<file path="src/rtl/calc_cmd_sequencer.sv">
// -----------------------------------------------------------------------------
// calc_cmd_sequencer
//
// Sits between the keypad front end and the calc datapath. Key codes are
// queued in a small FIFO and handed to calc one at a time. Each code is held
// on calc_cmd until calc reports busy. The next code goes out only after calc
// has reported ready again. An error report from calc freezes the block until
// reset.
//
// Ports:
//   clock        in   system clock, rising edge
//   reset        in   asynchronous, active-high
//   key_valid    in   key code present this cycle
//   key_code     in   4-bit key code (passed through unmodified)
//   key_ready    out  combinational: !full && !err && !flush
//   flush        in   discard all queued codes at the next edge
//   calc_status  in   00 error, 01 busy, 10 ready
//   calc_cmd     out  registered command to calc (IDLE_CMD when nothing issued)
//   busy         out  registered, high while a command is issued or awaited
//   err          out  registered, sticky error flag
//   timeout      out  registered, one-cycle pulse when a command is dropped
//   fill         out  registered FIFO occupancy
// -----------------------------------------------------------------------------
module calc_cmd_sequencer #(
    parameter int         DEPTH    = 8,
    parameter int         TIMEOUT  = 1000,
    parameter logic [3:0] IDLE_CMD = 4'b1101
) (
    input  logic                     clock,
    input  logic                     reset,
    input  logic                     key_valid,
    input  logic [3:0]               key_code,
    output logic                     key_ready,
    input  logic                     flush,
    input  logic [1:0]               calc_status,
    output logic [3:0]               calc_cmd,
    output logic                     busy,
    output logic                     err,
    output logic                     timeout,
    output logic [$clog2(DEPTH):0]   fill
);

    localparam int AW = $clog2(DEPTH);
    localparam int FW = AW + 1;

    localparam logic [1:0] STAT_ERROR = 2'b00;
    localparam logic [1:0] STAT_BUSY  = 2'b01;
    localparam logic [1:0] STAT_READY = 2'b10;

    typedef enum logic [1:0] {
        ST_IDLE  = 2'd0,
        ST_ISSUE = 2'd1,
        ST_WAIT  = 2'd2,
        ST_ERROR = 2'd3
    } state_t;

    state_t          state;
    state_t          state_nxt;

    logic [3:0]      mem [DEPTH];
    logic [AW-1:0]   rd_ptr;
    logic [AW-1:0]   wr_ptr;
    logic [15:0]     timer;
    logic [15:0]     timer_nxt;

    logic            full;
    logic            push;
    logic            pop;
    logic            drop;
    logic            fifo_clr;
    logic [FW-1:0]   fill_nxt;
    logic [3:0]      cmd_nxt;
    logic            busy_nxt;
    logic            err_nxt;
    logic            timeout_nxt;

    // State register: FSM state, registered outputs and FIFO control.
    always_ff @(posedge clock or posedge reset) begin
        if (reset) begin
            state    <= ST_IDLE;
            calc_cmd <= IDLE_CMD;
            busy     <= 1'b0;
            err      <= 1'b0;
            timeout  <= 1'b0;
            fill     <= '0;
            rd_ptr   <= '0;
            wr_ptr   <= '0;
            timer    <= '0;
        end else begin
            state    <= state_nxt;
            calc_cmd <= cmd_nxt;
            busy     <= busy_nxt;
            err      <= err_nxt;
            timeout  <= timeout_nxt;
            fill     <= fill_nxt;
            timer    <= timer_nxt;
            if (fifo_clr) begin
                rd_ptr <= '0;
                wr_ptr <= '0;
            end else begin
                // Pointers are exactly AW bits wide, so they wrap modulo DEPTH.
                if (push) wr_ptr <= wr_ptr + AW'(1);
                if (pop)  rd_ptr <= rd_ptr + AW'(1);
            end
        end
    end

    // Storage carries data only, so it has no reset.
    always_ff @(posedge clock) begin
        if (push) mem[wr_ptr] <= key_code;
    end

    // Next-state logic. An error report overrides every other transition,
    // which also suppresses a pop or a timeout in the same cycle.
    always_comb begin
        state_nxt = state;
        timer_nxt = timer;
        pop       = 1'b0;
        drop      = 1'b0;
        if (calc_status == STAT_ERROR) begin
            state_nxt = ST_ERROR;
        end else begin
            case (state)
                ST_IDLE: begin
                    // A flush discards the whole queue, head included, so it
                    // also holds off an issue in the same cycle.
                    if (fill != '0 && calc_status == STAT_READY && !flush) begin
                        state_nxt = ST_ISSUE;
                        pop       = 1'b1;
                        timer_nxt = '0;
                    end
                end
                ST_ISSUE: begin
                    if (calc_status == STAT_BUSY) begin
                        state_nxt = ST_WAIT;
                    end else if (timer == 16'(TIMEOUT - 1)) begin
                        state_nxt = ST_IDLE;
                        drop      = 1'b1;
                    end else begin
                        timer_nxt = timer + 16'd1;
                    end
                end
                ST_WAIT: begin
                    if (calc_status == STAT_READY) state_nxt = ST_IDLE;
                end
                default: state_nxt = ST_ERROR;
            endcase
        end
    end

    // Output logic: handshake plus next values of the registered outputs.
    always_comb begin
        full      = (fill == FW'(DEPTH));
        key_ready = !full && !err && !flush;
        push      = key_valid && key_ready;
        fifo_clr  = flush || (state_nxt == ST_ERROR);

        // A pop in the same cycle never frees a slot for the push, because
        // key_ready already looked at the current fill.
        fill_nxt = fill;
        if (fifo_clr) begin
            fill_nxt = '0;
        end else if (push && !pop) begin
            fill_nxt = fill + FW'(1);
        end else if (pop && !push) begin
            fill_nxt = fill - FW'(1);
        end

        cmd_nxt = IDLE_CMD;
        if (pop) begin
            cmd_nxt = mem[rd_ptr];
        end else if (state == ST_ISSUE && state_nxt == ST_ISSUE) begin
            cmd_nxt = calc_cmd;
        end

        busy_nxt    = (state_nxt == ST_ISSUE) || (state_nxt == ST_WAIT);
        err_nxt     = (state_nxt == ST_ERROR);
        timeout_nxt = drop;
    end

endmodule

</file>
<file path="config.mk">
export PLATFORM = sky130hd
export DESIGN_NAME = calc_cmd_sequencer
export DESIGN_NICKNAME = d
export VERILOG_FILES = /design/src/rtl/calc_cmd_sequencer.sv
export SDC_FILE = /design/constraint.sdc
export NUM_CORES = 1
export LEC_CHECK = 0
export CAP_MARGIN = 10
export CORE_MARGIN = 4
export CORE_UTILIZATION = 50
export DETAILED_ROUTE_END_ITERATION = 8
export GPL_ROUTABILITY_DRIVEN = 1
export PLACE_DENSITY = 0.8
export REMOVE_ABC_BUFFERS = 1
export SLEW_MARGIN = 20
export SYNTH_ARGS = -nofsm -noshare
export SYNTH_HDL_FRONTEND = slang
export SYNTH_SLANG_ARGS = --single-unit
</file>
<file path="constraint.sdc">
create_clock -name clock -period 3 [get_ports clock]
set_clock_uncertainty 0.05 [all_clocks]
set_input_delay 0.45 -clock clock [delete_from_list [all_inputs] [get_ports clock]]
set_output_delay 0.45 -clock clock [all_outputs]
set_load 0.1 [all_outputs]
</file>
# [Yosys cells after proc, flatten, opt, wreduce, memory -nomap -nowiden]
# Memory sizes are Yosys's and may differ from the RTL's.
# Index checks and enable logic that the tools add are counted.
[totals] input_bits=10 wordCells=80 n_memories=1 output_inout_bits=12 mem_bits_rw=32 register_bits=35
[memory_table] name="mem" words=8 word_bits=4 rd=1 rd_clocked_by_memory_dff=0 wr=1 line="60" source="logic [3:0] mem [DEPTH];"
[op_classes] n_reduce_logical=23 eq_ne=13 bitwise=1 add_sub_neg=5 muxes=28
[ops] op="two-way mux 16 bit" n=3
[ops] op="one-hot mux 16 bit (2 select lines)" n=1
[ops] op="two-way mux 4 bit" n=5
[ops] op="adder 16 x 1 -> 16 bit, second input constant" n=1
[ops] op="equality test 16 x 10 -> 1 bit, second input constant" n=1
[ops] op="two-way mux 3 bit" n=4
[ops] op="two-way mux 2 bit" n=5
[ops] op="two-way mux 1 bit" n=9
[ops] op="equality test 2 bit, second input constant" n=4
[ops] op="logical AND 1 bit" n=8
[ops] op="inequality test 2 bit, second input constant" n=4
[ops] op="adder 3 x 1 -> 3 bit, second input constant" n=2
[ops] op="equality test 2 x 1 -> 1 bit, second input constant" n=3
[ops] op="one-hot mux 2 bit (3 select lines)" n=1
[ops] op="nonzero test 2 bit" n=3
[ops] op="logical NOT 1 bit" n=5
[ops] op="AND reduction 5 bit" n=1
[ops] op="adder 4 x 1 -> 4 bit, second input constant" n=1
[ops] op="equality test 4 bit, second input constant" n=1
[ops] op="logical NOT 2 bit" n=2
[ops] op="nonzero test 4 bit" n=1
[ops] op="subtractor 4 x 1 -> 4 bit, second input constant" n=1
[ops] op="nonzero test 3 bit" n=1
[ops] op="logical OR 1 bit" n=2
[ops] op="NOT 1 bit" n=1

# [Longest topological paths before layout]
# Gate-level depths: netlist of run 1.
[logic_depth] depth_word=10 ltp_mapped=10 depth_no_buf=9

# [Worst setup path after synthesis of run 1]
# OpenSTA, ideal clock, no wires.
[synth_timing] path_kind="register to output" start="register fill[1]" end="output key_ready" t_arrival_ns=3.294 required_time_ns=2.500 path_slack_ns=-0.794 path_stages_with_launch=3 path_cell_list="dfrtp_1 nor4b_1 nor3_1"
[synth_between] elab_chain_len=4
[synth_lines] element="start: declaration" line="40" source="output logic [$clog2(DEPTH):0] fill"
[synth_lines] element="start signal: assignment" line="95" source="fill <= fill_nxt;"
[synth_lines] element="equality test 4 bit" line="153" source="full = (fill == FW'(DEPTH));"
[synth_lines] element="logical NOT 1 bit" line="154" source="key_ready = !full && !err && !flush;"
[synth_lines] element="logical AND 1 bit (2 in a row)" line="154"
[synth_lines] element="end: declaration" line="33" source="output logic key_ready,"
# Every way passes these cells.

# [Worst setup path in the final report of run 1]
[layout_timing] start="input calc_status[0]" end="register fill[3]"
[layout_between] elab_chain_len=10 word_cells_on_any_way=21
[layout_lines] element="start: declaration" line="35" source="input logic [1:0] calc_status,"
[layout_lines] element="branches (longest 10 deep; another with one-hot mux 2 bit (3 select lines))"
# Several ways; the timed one is not identified.
# A chain may end at the register's enable or synchronous reset.

==> results of run 1 <==
## flip-flops by register name, indices dropped and copies added (netlist names), 2 cells and up
name	count
rd_ptr	3
timer	16
wr_ptr	3
fill	4
state	2
calc_cmd	4
mem	32
## final timing paths
| kind | from | endpoint | slack [ps] | cells past startpoint |
|---|---|---|---|---|
| setup / recovery | calc_status[0] | fill[3] | 320 | 10 |
| hold / removal | reset | busy | 400 | 3 |
| setup reg to reg | state[1] | fill[3] | 380 | 9 |
| hold reg to reg | calc_cmd[2] | calc_cmd[2] | 460 | 2 |
| max in group asynchronous | reset | calc_cmd[0] | 2250 | 3 |
| min in group clock | calc_cmd[2] | calc_cmd[2] | 460 | 2 |
## cells in the final DEF, fill, tap and decap left out, types with 4 or more instances in the layout
master | netlist | routed
mux2i_1 | 5 | 5
a21oi_1 | 7 | 7
mux4_2 | 8 | 8
xor2_1 | 16 | 16
clkbuf_8 | 0 | 9
nor2_1 | 30 | 30
o21ai_0 | 5 | 5
clkdlybuf4s50_1 | 0 | 9
inv_1 | 9 | 9
and3_1 | 9 | 9
ha_1 | 6 | 6
buf_4 | 0 | 28
edfxtp_1 | 32 | 32
nand4_1 | 8 | 8
dfrtp_1 | 32 | 32
nor3_1 | 8 | 7
nor4_1 | 4 | 4
nand2_1 | 14 | 14
## per-stage QoR
stage,utilization (%),cells
2_1_floorplan,-,230
3_3_place_gp,57.6,342
3_5_place_dp,57.6,342
4_1_cts,60.2,358
5_1_grt,60.2,358
6_report,60.2,358
## critical path, stage by stage
cell and delay [ps]:
clkdlybuf4s50_1 420, or4b_4 540, or3_1 370, nand2_1 90, ha_1 220, a21o_1 170
a21oi_1 170, and3_1 200, o21ai_0 70, nor3b_1 140
## report_power, final
group | internal (mW) | switching (mW) | total (mW)
Combinational | 0.0859 | 0.175 | 0.261
Sequential | 1.00 | 0.0400 | 1.04
Clock | 0.292 | 0.318 | 0.610
## cells by family after synthesis
group / after synthesis / share of synthesized area, %
DFF: 67 / 59.7
and+or+nand+nor: 93 / 16.3
buffers and inverters: 20 / 2.80
AOI/OAI and AO/OA: 21 / 4.38
adders and majority gates: 7 / 3.08
muxes: 13 / 7.46
xor gates and xnor gates: 20 / 6.29
## final cells by class
| class | count | area (µm²) |
|---|---|---|
| Clock inverter | 4 | 17.5 |
| Fill cell | 475 | 2370 |
| Sequential cell | 67 | 1840 |
| Multi-Input combinational cell | 154 | 1160 |
| Inverter | 9 | 33.8 |
| Tap cell | 75 | 93.8 |
| Timing Repair Buffer | 37 | 300 |
| Clock buffer | 12 | 135 |
## per-layer routing
metal / track usage [%] / vias up / share of wire [%]
met5: 0 / - / 0
met4: 6.94 / 0 / 2.0
met3: 6.27 / 12 / 5.0
met2: 27.9 / 39 / 49
met1: 22.0 / 1011 / 44
li1: - / 951 / -
==> results_dict.tcl, run 1 <==
set metrics [dict create \
    wl_per_cell_um 16.1 \
    coreArea_mm2 0.00596 \
    ys_top_cells_by_count "dfrtp_1 (32), edfxtp_1 (32), nor2_1 (30)" \
    first_iter_violations 120 \
    yosysWarnings 0 \
    syn_avg_cell_area_um2 12.8 \
    place_hpwl_mm 4.12 \
    p_per_area_mw_per_mm2 533 \
    grt_pass1_vias 2033 \
    whs_ps 396 \
    async_flop_share_pct 52.2 \
    clock_latency_ps 350 \
    synth_cell_types 45 \
    h-tree-depth 3 \
    worst_setup_path_start_kind "input port" \
    critPathCaptureType "flop" \
    die-area_mm2 0.00749 \
    ant_nets 0 \
    setup_tns_ps 0 \
    routed_wl_mm 5.77 \
    rsz0062_at_grt "false" \
    max_cap_violations 0 \
    finalHoldViolations 0 \
    drc_errors 0 \
    drtPass1Iterations 4 \
    synthCells 241 \
    die_y_um 86.5 \
    cts_buffer_depth 2 \
    synth_top_area_cell "edfxtp_1" \
    worst-setup-path-type "input port to flop" \
    dpl-instance-area_mm2 0.00343 \
    fin_crit_sh_pct 89.4 \
    area_delta_synth_final_pct 16.2 \
    fmaxAchievable_mhz 373 \
    p_leak_nw 1.43 \
    critPathArrivalTime_ps 2860 \
    peakVddDrop_uv 477 \
    antenna_found_initial 0 \
    initial_core_util_pct 51.8 \
    io_buffers 21 \
    outcome "finished clean" \
    overflow 0 \
    root_buffer "clkbuf_8" \
    synth_top_area_share_pct 31.2 \
    yosysSeqAreaShare_pct 59.7 \
    numCtsBuffers 9 \
    viasPerCell 5.62 \
    min_path_type "input port to async pin" \
    synth_edf_count 32 \
    die_w_um 86.5 \
    synthFlopType "edfxtp_1" \
    slew_viol_final 0 \
    setup_ws_ps 318 \
    postCtsHoldBufs 0 \
    post_cts_resized 0 \
    final_cell_area_mm2 0.00358 \
    grt_max_degree 19 \
    design_power_total_mw 1.91 \
    setup_viol 0 \
    grt_first_pass_wirelength_mm 9.74 \
    rows 28 \
    path_clk_slew_ps 70 \
    period_needed_ps 2680 \
    vias 2013 \
    place_ws_ps -34.7 \
    slew_headroom_pct 48.6 \
    boundaryPins 22 \
    cts_sinks 67 \
    drive_gt1_share_pct 21.2 \
    worst_slew_pin_slew_ps 761 \
    synth.cell_area_mm2 0.00308 \
    worst-path-max-fanout 2 \
    diodes 0 \
    postCtsSetupRepairBufs 0 \
    tritoncts "built" \
    synthTopCellsByArea "edfxtp_1 (31%), dfrtp_1 (26%), mux4_2 (5.8%)" \
    nets 295 \
    critPathRequiredTime_ps 3180 \
    grt_usage_pct 17.5 \
    synth-seq-cells 67 \
    place.gp.congestion 0.807 \
]
(Power assumes the default switching activity.)
==> run 2, diff against run 1 <==
CTS_CLUSTER_SIZE = 10   (was unset)
==> results of run 2 <==
The final DEF is identical to that of run 1; final timing and power are the same.
==> variant (config.mk and constraints of run 1) <==
Register the output `err` once more, with the module's reset; this adds one clock of latency there. The other outputs are not delayed to match. Comments in the files are not updated.
--- a/src/rtl/calc_cmd_sequencer.sv
+++ b/src/rtl/calc_cmd_sequencer.sv
@@ -54,6 +54,8 @@
         ST_ERROR = 2'd3
     } state_t;
 
+    logic err_s0;
+
     state_t          state;
     state_t          state_nxt;
 
@@ -80,7 +82,7 @@
             state    <= ST_IDLE;
             calc_cmd <= IDLE_CMD;
             busy     <= 1'b0;
-            err      <= 1'b0;
+            err_s0   <= 1'b0;
             timeout  <= 1'b0;
             fill     <= '0;
             rd_ptr   <= '0;
@@ -90,7 +92,7 @@
             state    <= state_nxt;
             calc_cmd <= cmd_nxt;
             busy     <= busy_nxt;
-            err      <= err_nxt;
+            err_s0   <= err_nxt;
             timeout  <= timeout_nxt;
             fill     <= fill_nxt;
             timer    <= timer_nxt;
@@ -151,7 +153,7 @@
     // Output logic: handshake plus next values of the registered outputs.
     always_comb begin
         full      = (fill == FW'(DEPTH));
-        key_ready = !full && !err && !flush;
+        key_ready = !full && !err_s0 && !flush;
         push      = key_valid && key_ready;
         fifo_clr  = flush || (state_nxt == ST_ERROR);
 
@@ -178,5 +180,13 @@
         timeout_nxt = drop;
     end
 
+    always_ff @(posedge clock or posedge reset) begin
+        if (reset) begin
+            err <= '0;
+        end else begin
+            err <= err_s0;
+        end
+    end
+
 endmodule
 
Behaviour: not the same (a bounded check fails within 4 cycles, from zero or initial values and one cycle with reset high).
==> variant against run 1 <==
Synthesized area shrank 1.3%; synthesized cell count shrank 2.9%; setup slack gained 0.093 ns; cell area shrank 0.56%; sequential cell count grew 1; wire length shrank 8.4%; critical path type is now flip-flop to flip-flop.
Power is not compared: it rests on default switching activity, and its combinational part moved more than twofold at a synthesized area within 25%.
==> variant: results (changes against run 1) <==
GR Layer Usage met3: 3.554% (-2.7 points)
Most flops, register: mem
drt first pass iters: 6 (+2)
Starting DRT DRC Count: 140 (+17%)
met1 usage: 21.71% (-0.29 points)
site row count: 28 (unchanged)
data arrival time of the critical path: 2.77 ns (-0.09 ns)
worst slew pin tran: 0.5854 ns (-0.1755 ns)
r2r setup slk: 0.41 ns (+0.03 ns)
post-synthesis sequential area ratio: 61.31% (+1.6 points)
slowest stage delay, CP: 0.49 ns (-0.05 ns)
post-DP HPWL: 3.755 mm (-8.9%)
CP max-delay cell: or4b_1
Post-Synth XOR/XNOR Area: 5.757% (-0.53 points)
Post-DP Area: 3367 sq um (-1.9%)
Hold WC Path Type: flip-flop to flip-flop
vias in the first global route: 1840 (-9.5%)
layout cells sized above 1: 20.22% (-0.98 points)
Final #Nets: 284 (-3.7%)
share of flip-flops with an asynchronous set or reset: 52.94% (+0.70 points)
Critical path origin: fill[3]$_DFFE_PP0P_
adder-cell share of the synthesized area: 3.125% (+0.042 points)
first-pass GRT wire length: 9.128 mm (-6.3%)
GRT Resource Usage Total: 16.36% (-1.2 points)
Crit path max-delay family: simple AND/OR/NAND/NOR gates
Reg clk slew, reported paths: 0.07 ns (about the same)
Synth Area in Compound Gates: 2.755% (-1.6 points)
largest net degree at the start of global routing: 37 (+18)
CTS buffer count: 9 (unchanged)
Syn-to-layout area delta: 17.11%
Seq pwr share: 56.5%
Static Leak: 0.001419 uW
met3 wire len: 201 microns (-31%)
DR WL met2: 2.557 mm (-8.9%)
Cell variety after synth: 39 (-13%)
met1 wire length: 2.384 mm (-6.8%)
Max Buffers Root-to-Sink: 2 (unchanged)
total wire length: 5.287 mm (-8.4%)
Via density: 5.277 (-6.2%)
crit path max fanout: 5 (+3)
leading cell types by count after synthesis: dfrtp_1 (33), edfxtp_1 (32), nor2_1 (32), xor2_1 (16), nand2_1 (11)
met2 GRT Util: 25.02% (-2.9 points)
post-synthesis mux area share: 8.635% (+1.2 points)
P_comb: 48.4 uW
Routability Congestion: 0.8458 (+4.9%)
top cells by area, synth: edfxtp_1 (32%), dfrtp_1 (27%), mux4_2 (5.9%)
status: completed
## variant: cell types whose count changed after synthesis, sizes merged, moves of 2 or more
cell,run 1,this run
nor4bb,0,2
nand2,14,11
nand4,8,5
mux2,0,2
a21oi,7,5
nor2,30,32
and3,9,6
nand3,3,7
o211ai,2,0
## variant: area by class of cell
type | count | area (sq um)
fillers | 455 | 2357
clock buffers | 12 | 176.4
inverters | 8 | 30.03
multi-input cells | 149 | 1110
repair buffers | 31 | 267.8
clock inverters | 4 | 20.02
well taps | 75 | 93.84
flip-flops and latches | 68 | 1866
## variant: per-stage QoR
step | power [uW] | instances | hold slack [ns] | worst slack (ns)
floorplan | 1037 | 225 | 0.3209 | -1.545
detailed placement | 1066 | 331 | 0.3639 | 0.07026
global placement | 1063 | 331 | 0.3777 | 0.1319
CTS | 1784 | 347 | 0.3855 | 0.4065
global route | 1835 | 347 | 0.4065 | 0.1748
finish | 1765 | 347 | 0.3796 | 0.4104
